**src/rtl/encoder_out_fifo.sv**
```systemverilog
// rtl/encoder_out_fifo.sv - first-word-fall-through output buffer with complete-instruction counter
module encoder_out_fifo #(
  parameter int BUS_SIZE = 32,
  parameter int DEPTH = 4,
  localparam int AW = $clog2(DEPTH)
) (
  input  logic                clk,
  input  logic                syn_rst_n,
  input  logic [BUS_SIZE-1:0] din,
  input  logic                din_valid,
  input  logic                din_last,
  output logic                din_ready,
  output logic [BUS_SIZE-1:0] dout,
  output logic                dout_valid,
  output logic                dout_last,
  input  logic                dout_ready,
  output logic [AW:0]         level,
  output logic                pkt_pending
);

  localparam logic [AW:0]   FULL_LEVEL = (AW+1)'(DEPTH);
  localparam logic [AW:0]   LVL_ONE    = (AW+1)'(1);
  localparam logic [AW-1:0] PTR_ONE    = AW'(1);

  // Each entry carries the word plus its last flag in the top bit.
  logic [BUS_SIZE:0] mem [DEPTH];
  logic [AW-1:0]     wr_ptr;
  logic [AW-1:0]     rd_ptr;
  logic [AW:0]       level_q;
  logic [AW:0]       pkt_cnt;
  logic              push;
  logic              pop;
  logic              head_last;
  logic              pkt_inc;
  logic              pkt_dec;

  // Handshake flags depend on registered level only, so no ready/valid combinational loops.
  assign din_ready   = (level_q != FULL_LEVEL);
  assign dout_valid  = (level_q != '0);
  assign push        = din_valid & din_ready;
  assign pop         = dout_valid & dout_ready;

  // Head word falls through; last is masked so it reads 0 while the buffer is empty.
  assign {head_last, dout} = mem[rd_ptr];
  assign dout_last   = dout_valid & head_last;
  assign level       = level_q;
  assign pkt_pending = (pkt_cnt != '0);
  assign pkt_inc     = push & din_last;
  assign pkt_dec     = pop & head_last;

  // Storage write; contents survive reset since level gates visibility.
  always_ff @(posedge clk) begin
    if (push) begin
      mem[wr_ptr] <= {din_last, din};
    end
  end

  // Pointers, occupancy and complete-instruction count.
  always_ff @(posedge clk) begin
    if (!syn_rst_n) begin
      wr_ptr  <= '0;
      rd_ptr  <= '0;
      level_q <= '0;
      pkt_cnt <= '0;
    end else begin
      if (push) begin
        wr_ptr <= wr_ptr + PTR_ONE;
      end
      if (pop) begin
        rd_ptr <= rd_ptr + PTR_ONE;
      end
      case ({push, pop})
        2'b10:   level_q <= level_q + LVL_ONE;
        2'b01:   level_q <= level_q - LVL_ONE;
        default: level_q <= level_q;
      endcase
      case ({pkt_inc, pkt_dec})
        2'b10:   pkt_cnt <= pkt_cnt + LVL_ONE;
        2'b01:   pkt_cnt <= pkt_cnt - LVL_ONE;
        default: pkt_cnt <= pkt_cnt;
      endcase
    end
  end

endmodule
```
**config.mk**
```make
export PLATFORM = sky130hd
export DESIGN_NAME = encoder_out_fifo
export DESIGN_NICKNAME = d
export VERILOG_FILES = /design/src/rtl/encoder_out_fifo.sv
export SDC_FILE = /design/constraint.sdc
export NUM_CORES = 1
export LEC_CHECK = 0
export BUFFER_PORTS_ARGS = -buffer_cell sky130_fd_sc_hd__buf_4
export CAP_MARGIN = 10
export CORE_ASPECT_RATIO = 1.75
export CORE_MARGIN = 4
export CORE_UTILIZATION = 25
export CTS_BUF_LIST = sky130_fd_sc_hd__clkbuf_16
export DETAILED_ROUTE_END_ITERATION = 7
export PLACE_DENSITY = 0.4
export SLEW_MARGIN = 20
export SYNTH_ARGS = -nofsm -noshare
export SYNTH_HDL_FRONTEND = slang
export SYNTH_SLANG_ARGS = --single-unit
```
**constraint.sdc**
```tcl
create_clock -name clk -period 4.4 [get_ports clk]
set_input_delay 0.66 -clock clk [delete_from_list [all_inputs] [get_ports clk]]
set_output_delay 0.66 -clock clk [all_outputs]
set_load 0.05 [all_outputs]
```
== Word-level counts from Yosys, hierarchy flattened ==
Memories as Yosys holds them, arrays and structs flattened. A register that Yosys moved wholly into a read port is not among the register bits.
Index checks and enable logic that the tools add are counted.
Word-level totals
  flip-flop bits (word level): 10
  RAM bits: 132
  input bits: 37
  output and inout bits: 39
  word-level logic and storage cells: 31
  memories kept: 1
Operators by class
  $add $sub $neg: 6
  equal/unequal tests: 5
  muxes and demuxes: 6
  bitwise gates (word level): 5
  reduce and logical (&&, ||, !) cells: 4
Memories
  mem: words 4, width 33, read ports 1, clocked after memory_dff 1, wr ports 1, RTL line 26  | logic [BUS_SIZE:0] mem [DEPTH];
Operators by type and width (count)
  case mux 3 bit (2 select lines): 2
  adder 3 x 1 -> 3 bit, second input constant: 2
  nonzero test 3 bit: 2
  subtractor 3 x 1 -> 3 bit, second input constant: 2
  AND 1 bit: 5
  adder 2 x 1 -> 2 bit, second input constant: 2
  equality test 2 x 1 -> 1 bit, second input constant: 2
  equality test 2 bit, second input constant: 2
  2-to-1 mux 2 bit: 2
  nonzero test 2 bit: 2
  inequality test 3 bit, second input constant: 1
  2-to-1 mux 1 bit: 2

== Longest topological paths before layout ==
  depth in word-level cells: 5
  mapped depth: 9
  gate-level depth less buffers: 9

== Worst setup path before layout ==
Ideal clock, no wire load.
  kind: register -> register
  from: register level_q[0] (netlist: level[0])
  to: register pkt_cnt[2]
  library setup time: 70 ps
  arrival time: 2387 ps
  data required time: 4330 ps
  setup slack: 1943 ps
  cell stages (with the launch flop): 9
  buffers on the path: 0
  period minus slack after synthesis: 2457 ps
  cell sequence: dfxtp_1 nor2_1 a21boi_4 nand2_1 ha_1 fa_1 xnor2_1 or3_1 a21boi_1
Between the ends
  cells in the longest elaborated chain, start to end: 5
  elaborated cells between the ends (all ways): 10
  those cells by class: eq/ne: 3; mux: 1; bitwise: 4; reduce/logical: 2
RTL lines
  start, declared: RTL line 29  | logic [AW:0] level_q;
  start signal, assigned: RTL line 73  | 2'b10: level_q <= level_q + LVL_ONE;
  start signal, assigned: RTL line 74  | 2'b01: level_q <= level_q - LVL_ONE;
  start signal, assigned: RTL line 75  | default: level_q <= level_q;
  inequality test 3 bit / nonzero test 3 bit (equally long branches): RTL line 38, 39
  AND 1 bit, on equally long branches: RTL line 40, 41
  AND 1 bit, on equally long branches: RTL line 48, 49
  equality test 2 x 1 -> 1 bit / equality test 2 bit (equally long branches): RTL line 77  | case ({pkt_inc, pkt_dec})
  case mux 3 bit (2 select lines) / nonzero test 2 bit (equally long branches)
  end signal, assigned: RTL line 78  | 2'b10: pkt_cnt <= pkt_cnt + LVL_ONE;
  end signal, assigned: RTL line 79  | 2'b01: pkt_cnt <= pkt_cnt - LVL_ONE;
  end signal, assigned: RTL line 80  | default: pkt_cnt <= pkt_cnt;
  end, declared: RTL line 30  | logic [AW:0] pkt_cnt;
Several ways; a longest one is shown, not always the timed one.
A chain may end at the register's enable or synchronous reset.

==> impl_metrics.yaml <==
status:
  outcome: "completed"
synthesis:
  synth.area.mux_share_pct: 14.2
  synth_seq_cells: 144
  seq_area_frac_synth_pct: 77.2
  synthAdderAreaFrac_pct: 2.11
  synth_top_family_by_area: "multiplexers"
  synth_compound_area_share_pct: 1.29
  synthSimpleGateAreaFrac_pct: 2.53
  synth_cell_types: 24
  synth_cells: 243
  synth-xor-area-share_pct: 0.965
  avgSynthCellArea_um2: 22.4
  yosys_warnings: 0
  syn_nets: 288
  netlist_area_um2: 5450
critical_path:
  path_delay_family: "buffers and inverters"
  slowest_stage: "mux4_2"
  crit_path_max_incr_delay_ps: 620
  cp.arrival_ps: 2160
  end_kind: "output pin"
  r2r_end: "pkt_cnt[2]"
  reg2reg_slack_ps: 1980
  worstPathMaxFanout: 32
  cp_num_buf_inv: 2
  cpMostUsedCell: "buf_4"
  path_class: "reg -> out"
  ff2ff_path_depth: 7
  cp_data_required_time_ps: 3740
  path_cells: "buf_4 > mux4_2 > buf_4"
  start_kind: "register"
  cp.depth: 3
  crit_path_end: "dout[13]"
timing:
  period_minus_slack_ps: 2820
  finalSetupTns_ps: 0
  rsz0062_at_grt: "no"
  drv_slew: 0
  min_period_over_period_pct: 64.1
  hold_violations: 0
  fmax_mhz: 354
  skew_ps: 6.95
  relSlewSlack_pct: 30.2
  worst_pin_slew_ps: 1050
  setup_viol: 0
  fin_hold_ws_ps: 445
power_and_ir_drop:
  ir_drop_v: 0.000251
  p_per_area_nw_per_um2: 683
  p_clk_share_pct: 31.0
  power_frac_seq_pct: 36.5
  p_leak_nw: 2.35
  p_comb_share_pct: 32.5
  power_switching_w: 0.00160
  switching_share_pct: 33.8
  internal-power_w: 0.00314
die:
  io_pins: 76
  die_w_um: 120
  start_util_pct: 25.3
  rows: 71
  dieHeight_um: 203
  die_area_um2: 24300
  core_um2: 21500
finish:
  layout-drive-gt1-share_pct: 42.4
  diodes: 0
  fin_cells: 634
  area_delta_synth_final_pct: 27.2
  nNetsFinal: 375
drt:
  ant_nets: 0
  dr.pass1.iters: 4
  vias_per_cell: 4.01
  wirelength_mm: 11.4
  drcViolationCount: 0
  wl_per_cell_um: 18.0
  vias: 2541
  drt_first_iter_violations: 106
global_routing:
  antenna_found_initial: 0
  grt_pass1_vias: 2945
  grt_pass1_wl_mm: 17.5
  grt_use_total_pct: 9.98
  grt_max_degree: 34
  globalRoute.totalOverflow: 0
clocking:
  root_buffer: "clkbuf_16"
  cts_buffers: 17
  clock_latency_ps: 410
  cts_tree: "yes"
  cts_hold_buf: 0
  h-tree-depth: 4
  cts_resized: 0
  cts_max_path_buffers: 2
  cts_setup_buffers: 0
  cts.sinks: 144
  path_clk_slew_ps: 60
place:
  place_inst: 603
  port_buffers: 75
  routabilityCongestion: 0.637
  hpwlAfterDp_mm: 6.84
min_path:
  worstHoldPathCells: 1
  hold_path_class: "in -> reg"
flow_run:
  drv_cap: 0
[layout make-up]
class	count	area, µm²
fillers	2172	14600
flip-flops and latches	144	4210
multi-input cells	83	1150
repair buffers	77	578
clock buffers	17	425
well taps	292	365
clock inverters	14	173
inverters	7	26.3
[synthesized netlist by cell type, drive strengths merged]
library cell | count | area, µm²
a21boi | 3 | 33.8
and2 | 11 | 68.8
and2b | 1 | 7.51
buf | 7 | 60.1
clkbuf | 2 | 7.51
dfxtp | 12 | 240
edfxtp | 132 | 3960
fa | 2 | 40.0
ha | 6 | 75.1
inv | 7 | 26.3
mux2i | 3 | 30.0
mux4 | 33 | 743
nand2 | 7 | 26.3
nor2 | 1 | 3.75
nor2b | 1 | 6.26
o21ai | 3 | 15.0
o311ai | 1 | 8.76
o31ai | 1 | 12.5
or3 | 4 | 25.0
xnor2 | 5 | 43.8
xor2 | 1 | 8.76
[sequential cells by signal, indices dropped and copies added (netlist names), named ones only]
register  flops
mem         132
pkt_cnt       3
rd_ptr        2
wr_ptr        2
level         3
[stage by stage]
stage | total power (W) | util [%] | cell area [µm²] | setup slack, ps
2_1_floorplan | 0.00290 | - | 5450 | 1940
3_3_place_gp | 0.00333 | 29.4 | 6330 | 1940
3_5_place_dp | 0.00335 | 29.4 | 6330 | 1910
4_1_cts | 0.00483 | 32.2 | 6930 | 1470
5_1_grt | 0.00495 | 32.2 | 6930 | 1390
6_report | 0.00473 | 32.2 | 6930 | 1580
[power by group through the flow]
stage	Clock (W)	Combinational (W)	Sequential (W)
6_report	0.00147	0.00154	0.00173
5_1_grt	0.00157	0.00164	0.00175
4_1_cts	0.00151	0.00159	0.00174
3_5_place_dp	0	0.00158	0.00176
3_3_place_gp	0	0.00158	0.00175
2_1_floorplan	0	0.00114	0.00176
[logic make-up after synthesis]
| group | count (synthesis) |
|---|---|
| AOI/OAI and AO/OA | 8 |
| xor gates and xnor gates | 6 |
| adders and majority gates | 8 |
| buffers and inverters | 16 |
| DFF | 144 |
| muxes | 36 |
| and+or+nand+nor | 25 |
[routing by layer]
metal	GRT usage (%)	part of all wire [%]	vias to the layer above
met4	5.16	2.3	0
met2	17.8	56	45
met1	10.6	38	1323
li1	-	-	1158
met3	2.86	4.0	15
met5	0	0	-
[how the worst min path moves through the flow]
| stage | startpoint | end |
|---|---|---|
| 2_1_floorplan | pkt_cnt[2] | pkt_cnt[2] |
| 3_3_place_gp | pkt_cnt[2] | pkt_cnt[2] |
| 3_5_place_dp | wr_ptr[1] | wr_ptr[1] |
| 4_1_cts | din[16] | mem[2][16] |
| 5_1_grt | din[11] | mem[1][11] |
| 6_report | din[12] | mem[2][12] |
[cells in the final DEF (no fill, tap or decap)]
master	Yosys	final
o21ai_0	3	3
fa_1	2	2
xor2_1	1	1
nand2_1	7	7
mux2i_1	3	3
mux4_2	33	33
and2_2	0	4
bufinv_16	0	4
inv_6	0	1
edfxtp_1	132	132
and2b_1	1	1
nor2b_1	1	1
buf_4	0	77
a21boi_1	2	2
a21boi_4	1	1
xnor2_1	5	5
clkinvlp_4	0	2
ha_1	6	6
dfxtp_2	0	2
clkinv_2	0	2
inv_1	6	7
o311ai_1	1	1
o31ai_2	1	1
clkbuf_16	0	17
dfxtp_1	12	10
or3_1	4	4
nor2_1	1	1
clkinv_1	0	4
and2_1	11	7
inv_2	1	1
Note: power is estimated with default switching activity, not from simulation.
